$ cat src/rtl/lc3b_types.sv
// Shared LC-3b types for the L2/pmem path: line, word, beat and adaptor FSM states.
package lc3b_types;

  typedef logic [15:0]  lc3b_word;
  typedef logic [127:0] lc3b_cacheline;
  typedef logic [31:0]  lc3b_pmem_beat;

  localparam int PMEM_BEATS_PER_LINE = 4;

  typedef enum logic [1:0] {
    IDLE     = 2'd0,
    RD_BURST = 2'd1,
    WR_BURST = 2'd2,
    RESP     = 2'd3
  } l2_state_e;

endpackage

$ cat src/rtl/l2_burst_adaptor.sv
// Converts a single-cycle-handshake L1 line request into a 4 x 32-bit pmem burst.
// FSM and beat datapath live together; all outputs are decoded from registered state.
module l2_burst_adaptor
  import lc3b_types::*;
(
  input  logic          clk,
  input  logic          rst,
  input  logic          l2_read,
  input  logic          l2_write,
  input  lc3b_word      l2_address,
  input  lc3b_cacheline l2_wdata,
  output logic          l2_resp,
  output lc3b_cacheline l2_rdata,
  output logic          pmem_read,
  output logic          pmem_write,
  output lc3b_word      pmem_address,
  output lc3b_pmem_beat pmem_wdata,
  input  lc3b_pmem_beat pmem_rdata,
  input  logic          pmem_resp
);

  localparam logic [1:0] LAST_BEAT = 2'(PMEM_BEATS_PER_LINE - 1);

  l2_state_e     state_q, state_d;
  logic [1:0]    cnt_q, cnt_d;
  lc3b_word      addr_q, addr_d;
  lc3b_cacheline wline_q, wline_d;
  lc3b_cacheline rline_q, rline_d;

  // Beat n sits at line bits [32n+31:32n]; {n,5'b0} is 32*n.
  logic [6:0] beat_lsb;
  assign beat_lsb = {cnt_q, 5'd0};

  // State and datapath registers; reset aborts any burst in flight.
  always_ff @(posedge clk) begin
    if (rst) begin
      state_q <= IDLE;
      cnt_q   <= 2'd0;
      addr_q  <= '0;
      wline_q <= '0;
      rline_q <= '0;
    end else begin
      state_q <= state_d;
      cnt_q   <= cnt_d;
      addr_q  <= addr_d;
      wline_q <= wline_d;
      rline_q <= rline_d;
    end
  end

  // Next-state and beat bookkeeping; request inputs are only looked at in IDLE.
  always_comb begin
    state_d = state_q;
    cnt_d   = cnt_q;
    addr_d  = addr_q;
    wline_d = wline_q;
    rline_d = rline_q;
    unique case (state_q)
      IDLE: begin
        // Write wins so a dirty eviction goes out before the refill.
        if (l2_write) begin
          state_d = WR_BURST;
          addr_d  = l2_address & 16'hFFF0;
          wline_d = l2_wdata;
          cnt_d   = 2'd0;
        end else if (l2_read) begin
          state_d = RD_BURST;
          addr_d  = l2_address & 16'hFFF0;
          cnt_d   = 2'd0;
        end
      end
      RD_BURST: begin
        if (pmem_resp) begin
          rline_d[beat_lsb +: 32] = pmem_rdata;
          cnt_d = cnt_q + 2'd1;
          if (cnt_q == LAST_BEAT) state_d = RESP;
        end
      end
      WR_BURST: begin
        if (pmem_resp) begin
          cnt_d = cnt_q + 2'd1;
          if (cnt_q == LAST_BEAT) state_d = RESP;
        end
      end
      RESP:    state_d = IDLE;
      default: state_d = IDLE;
    endcase
  end

  assign pmem_read    = (state_q == RD_BURST);
  assign pmem_write   = (state_q == WR_BURST);
  assign l2_resp      = (state_q == RESP);
  assign pmem_address = addr_q;
  assign pmem_wdata   = wline_q[beat_lsb +: 32];
  assign l2_rdata     = rline_q;

endmodule

$ cat config.mk
export PLATFORM = sky130hd
export DESIGN_NAME = l2_burst_adaptor
export DESIGN_NICKNAME = d
export VERILOG_FILES = /design/src/rtl/lc3b_types.sv /design/src/rtl/l2_burst_adaptor.sv
export SDC_FILE = /design/constraint.sdc
export NUM_CORES = 1
export LEC_CHECK = 0
export ABC_AREA = 0
export CORE_MARGIN = 2
export CORE_UTILIZATION = 41
export DETAILED_ROUTE_END_ITERATION = 8
export PLACE_DENSITY = 0.86
export SYNTH_ARGS = -nofsm -noshare
export SYNTH_HDL_FRONTEND = slang
export SYNTH_SLANG_ARGS = --single-unit
$ cat constraint.sdc
create_clock -name clk -period 2.15 [get_ports clk]
set_clock_uncertainty 0.05 [all_clocks]
set_input_delay 0.43 -clock clk [delete_from_list [all_inputs] [get_ports clk]]
set_output_delay 0.43 -clock clk [all_outputs]
set_load 0.02 [all_outputs]
== Word-level counts from Yosys, hierarchy flattened ==
Cells that the tools add are included.

* Register bits: 276
* Input bits: 181
* Output and inout port bits: 179
* Logic and storage cells: 38

* Add/subtract/negate cells: 2
* Equality and inequality tests: 7
* Shift operators: 3
* Multiplexer cells: 12
* Reduce and logical (&&, ||, !) cells: 9

{| class="wikitable"
|+ Operator list
! kind !! number
|-
| $bwmux 128 || 1
|-
| $shift 32x9->128 const A || 1
|-
| $shiftx 128x8->32 || 1
|-
| $shiftx 32x9->128 || 1
|-
| $mux 16 || 2
|-
| $mux 2 || 7
|-
| $neg 7->9 || 1
|-
| $eq 2x2->1 const B || 3
|-
| $pmux 2 s3 || 1
|-
| $reduce_and 2->1 || 3
|-
| $reduce_and 3->1 || 2
|-
| $ne 2x1->1 const B || 2
|-
| $pmux 2 s2 || 1
|-
| $reduce_bool 2->1 || 2
|-
| $ne 3x3->1 const B || 1
|-
| $add 2x1->2 const B || 1
|-
| $eq 2x1->1 const B || 1
|-
| $logic_not 2->1 || 1
|-
| $reduce_or 2->1 || 1
|}

== Longest topological paths before layout ==
* Word-level depth: 4
* Mapped depth: 9
* Mapped depth without buffers: 5

== Worst setup path after synthesis ==
Ideal clock, no wire load.

* Kind: flip-flop to flip-flop
* From: reg cnt_q[1]
* To: reg rline_q[100] (netlist: l2_rdata[100])
* Setup time: 0.070 ns
* Arrival: 2.219 ns
* Data required time: 2.030 ns
* Path slack: -0.190 ns
* Stages on the path, launching flop included: 9
* Buffers on the path: 3
* Period minus slack after synthesis: 2.340 ns
* Cell sequence: dfxtp_1 clkbuf_1 clkbuf_1 inv_1 ha_1 nor4b_2 buf_2 nand3_1 a21oi_1

* Longest elaborated chain between the ends: 3
* Elaborated cells on any way between the ends: 4
* Those cells by class: 1 x add/sub; 2 x shift; 1 x mux

{| class="wikitable"
|+ Ends and longest elaborated chain
! element !! RTL line !! source
|-
| start: declaration || l2_burst_adaptor.sv:25 || <nowiki>logic [1:0] cnt_q, cnt_d;</nowiki>
|-
| start signal: assignment || l2_burst_adaptor.sv:44 || <nowiki>cnt_q <= cnt_d;</nowiki>
|-
| $neg 7->9 * || l2_burst_adaptor.sv:74 || <nowiki>rline_d[beat_lsb +: 32] = pmem_rdata;</nowiki>
|-
| $shiftx 32x9->128 / $shift 32x9->128 (equally long branches) || l2_burst_adaptor.sv:74 ||
|-
| $bwmux 128 * || l2_burst_adaptor.sv:74 ||
|-
| end signal: assignment || l2_burst_adaptor.sv:47 || <nowiki>rline_q <= rline_d;</nowiki>
|-
| end: declaration || l2_burst_adaptor.sv:28 || <nowiki>lc3b_cacheline rline_q, rline_d;</nowiki>
|}

Every way passes the cells marked *; elsewhere a longest branch is shown, timed or not.
A chain may end at the register's enable or synchronous reset.

== Worst setup path in the final report ==
* From: reg cnt_q[0]
* To: out pmem_wdata[26]

* Longest elaborated chain between the ends: 1

{| class="wikitable"
|+ Ends and longest elaborated chain
! element !! RTL line !! source
|-
| $shiftx 128x8->32 || l2_burst_adaptor.sv:94 || <nowiki>assign pmem_wdata = wline_q[beat_lsb +: 32];</nowiki>
|-
| end: declaration || l2_burst_adaptor.sv:17 || <nowiki>output lc3b_pmem_beat pmem_wdata,</nowiki>
|}

No other way between the ends.

==> results by group <==
Critical path
  • CP Max Fanout: 5
  • Slowest CP cell: mux4_2
  • Critical-path cell list: buf_12 -> buf_8 -> mux4_2 -> buf_6
  • CP max stage delay: 0.55 ns
  • CP Class: flip-flop to primary output
  • Arrival time worst endpoint: around 1.9 ns
  • RR Startpoint: cnt_q[0]$_SDFFE_PP0P_
  • CP Capture Type: primary output
  • Crit. Startpoint: cnt_q[0]$_SDFFE_PP0P_
  • Crit start category: flip-flop
  • Critical Path RT: 1.67 ns

Clock tree
  • CTS tree: done
  • CTS sink cnt: between 200 and 300
  • H-tree levels: 1
  • Clk Latency, worst-skew pair: roughly 0.54 ns
  • Cts-stage hold buffer count: 0
  • Clock slew at reported path FFs: 0.06 ns
  • CTS buffer count: 28
  • CTS root buf: clkbuf_16
  • Max Root-Sink Buffers: 3

Yosys
  • Synthesized area per cell: 8.688 um^2
  • Synth Register Bits: 272
  • Post-synth top area share: between 50% and 60%
  • Synthesized cell area: 0.01049 mm^2
  • Cell taking the most area after synthesis: dfxtp_1
  • Register area share after synthesis: roughly half
  • Unique masters post-synth: 32
  • Ys Warns: 0
  • Syn Inst Count: between 1000 and 1500
  • Area contributors post-synth: dfxtp_1, nand2_1, a21oi_1, mux4_2, nand3_1

STA
  • Final Setup Violations: 32
  • Unrepaired setup endpoints after global routing: true
  • Fin Setup TNS: -4.279 ns
  • Max Clk Rate: about 430 MHz
  • Slew HR: between 30 and 40%
  • Worst-margin pin slew: between 0.9 and 1 ns
  • Hold_ws: between 0.3 and 0.4 ns
  • Crit path setup slack, layout: -0.1937 ns
  • Final Max Slew Viols: 0
  • Final hold violations: 0
  • Final worst path period share: 109.0%
  • Minimum clock period: 2.344 ns

Floorplan
  • Full die area: between 0.02 and 0.03 mm^2
  • # IOs: 360
  • FP Rows: 58
  • Die height: 163.9 um
  • Die X: ~160 um
  • Starting density of the core: 41.64%
  • Core Box Area: approximately 0.025 mm^2

GRT
  • GRT Overall Usage: approximately a quarter
  • Largest net degree at the start of global routing: 202
  • Grt ovf: 0
  • Vias in the first global route: 9988
  • First-pass GRT wire length: about 51 mm
  • Initial antenna violation count: 0

Finish
  • Most common cell after layout, fill and taps aside: nand2_1
  • Fin util: between 60% and 70%
  • Area grow syn2layout: 48.85%
  • Commonest non-fill, non-tap cells in the layout: nand2_1, clkdlybuf4s50_1, dfxtp_1
  • Share of cells above drive strength 1: between 10% and 20%
  • # nets final: about 1700
  • Fillers: 1959

Worst hold path
  • Worst min-delay path startpoint: l2_wdata[106]
  • HP Class: input port to flip-flop

Drt
  • Routed WL: 33.32 mm
  • Drt pass-1 iters: 5
  • Residual DRC count: 0
  • Drt initial violations: 850
  • Post-DRT Antenna Nets: 0
  • Vias/cell: 5.427
  • WL/cell: between 15 and 20 um
  • Vias: slightly above 10000

Power and ir drop
  • PD cells: 998.2 mW/mm^2
  • Leak pwr: ~5.6 nW
  • Maximum vdd ir drop: 1202 uV

Status
  • Outcome: complete, but fails checks
  • Violated checks: setup timing

Placed design
  • HPWL after detailed placement: 22.91 mm
  • GPL Wtd Cong: approximately 0.88
  • Port bufs: ~350

Run
  • Max_cap viols: 0
## per-stage QoR
stage               setup slack [ns]  power, mW  area, um^2  cells
floorplan                    0.02742      8.592       10510   1210
global placement            -0.07716      10.36       14470   1820
detailed placement           -0.1507      10.48       14470   1820
CTS                          -0.2184      15.68       15570   1876
global route                 -0.2492      16.27       15610   1876
finish                       -0.1937      15.58       15610   1877
## synthesized netlist by cell type
library cell  instances
mux4_2               32
nor4_4                1
nor3b_1               1
a32o_1               32
o21ai_0               4
inv_1                 4
nand3_2               1
conb_1                1
dfxtp_1             272
and2_1                1
o311ai_0              2
or3_1                 1
ha_1                 12
nor4b_2               1
a21boi_0              1
buf_4                 8
clkinv_1              1
buf_2                37
nor2b_1               1
a211o_1               1
a21oi_1             237
o31ai_1               1
and4bb_1              1
o21a_1                1
buf_1                 2
nand2_1             380
nand3_1             100
clkbuf_1             63
nor4b_4               1
nand2b_1              3
and3_1                3
o311a_1               1
## report_power, final
group / total, mW / internal, mW / switching (mW)
Clock: 4.94 / 2.96 / 1.98
Combinational: 4.71 / 2.24 / 2.47
Sequential: 5.93 / 5.62 / 0.311
Total: 15.6 / 10.8 / 4.77
## final timing paths
check                                   end  cells past startpoint  slack (ns)
setup / recovery             pmem_wdata[26]                      4       -0.19
hold / removal    wline_q[106]$_SDFFE_PP0P_                      3        0.38
setup reg to reg  l2_rdata[71]$_SDFFE_PP0P_                     10        0.08
hold reg to reg   l2_rdata[44]$_SDFFE_PP0P_                      2        0.40
## kinds of logic (layout without fill, tap and decap cells)
logic type,after synthesis,after routing,synth area share [%]
adders and majority gates,12,12,1.432
and+or+nand+nor,495,495,19.77
AOI/OAI and AO/OA,280,280,15.12
buffers and inverters,115,451,4.844
DFF,272,272,51.93
muxes,32,32,6.873
other,1,5,0.03576
## state kept, by name (all words and copies together) (netlist names)
signal,flops
l2_rdata,128
wline_q,128
pmem_address,12
cnt_q,2
state_q,2
## area by class of cell
| type | instances | area [um^2] | area share (%) |
|---|---|---|---|
| Tap cell | 330 | 412.9 | 2.645 |
| Timing Repair Buffer | 396 | 4182 | 26.79 |
| Sequential cell | 272 | 5453 | 34.93 |
| Clock buffer | 39 | 802.0 | 5.138 |
| Clock inverter | 11 | 145.1 | 0.9299 |
| Antenna cell | 1 | 2.502 | 0.01603 |
| Multi-Input combinational cell | 823 | 4593 | 29.43 |
| Inverter | 5 | 18.77 | 0.1202 |
## worst max-delay path, delay by kind of cell (launching register included)
family | cells | cell delay (ns)
flops | 1 | 0.37
mux | 1 | 0.55
buf+inv | 3 | 0.42
## per-layer routing
metal | routed length [um] | up-vias | track usage, %
met5 | 0 | - | 0
li1 | - | 4760 | -
met3 | 2699 | 147 | 4.646
met1 | 12420 | 4752 | 27.76
met2 | 16080 | 527 | 41.04
met4 | 2120 | 0 | 13.96
## timing repair
item | in CTS | in global routing
resized for setup | 200 | 15
buffers inserted | 4 | 1
gates cloned | 2 | 0
setup endpoints to repair | 163 | 62
pin swaps | 1 | 1
Power figures use the tool's default switching activity.
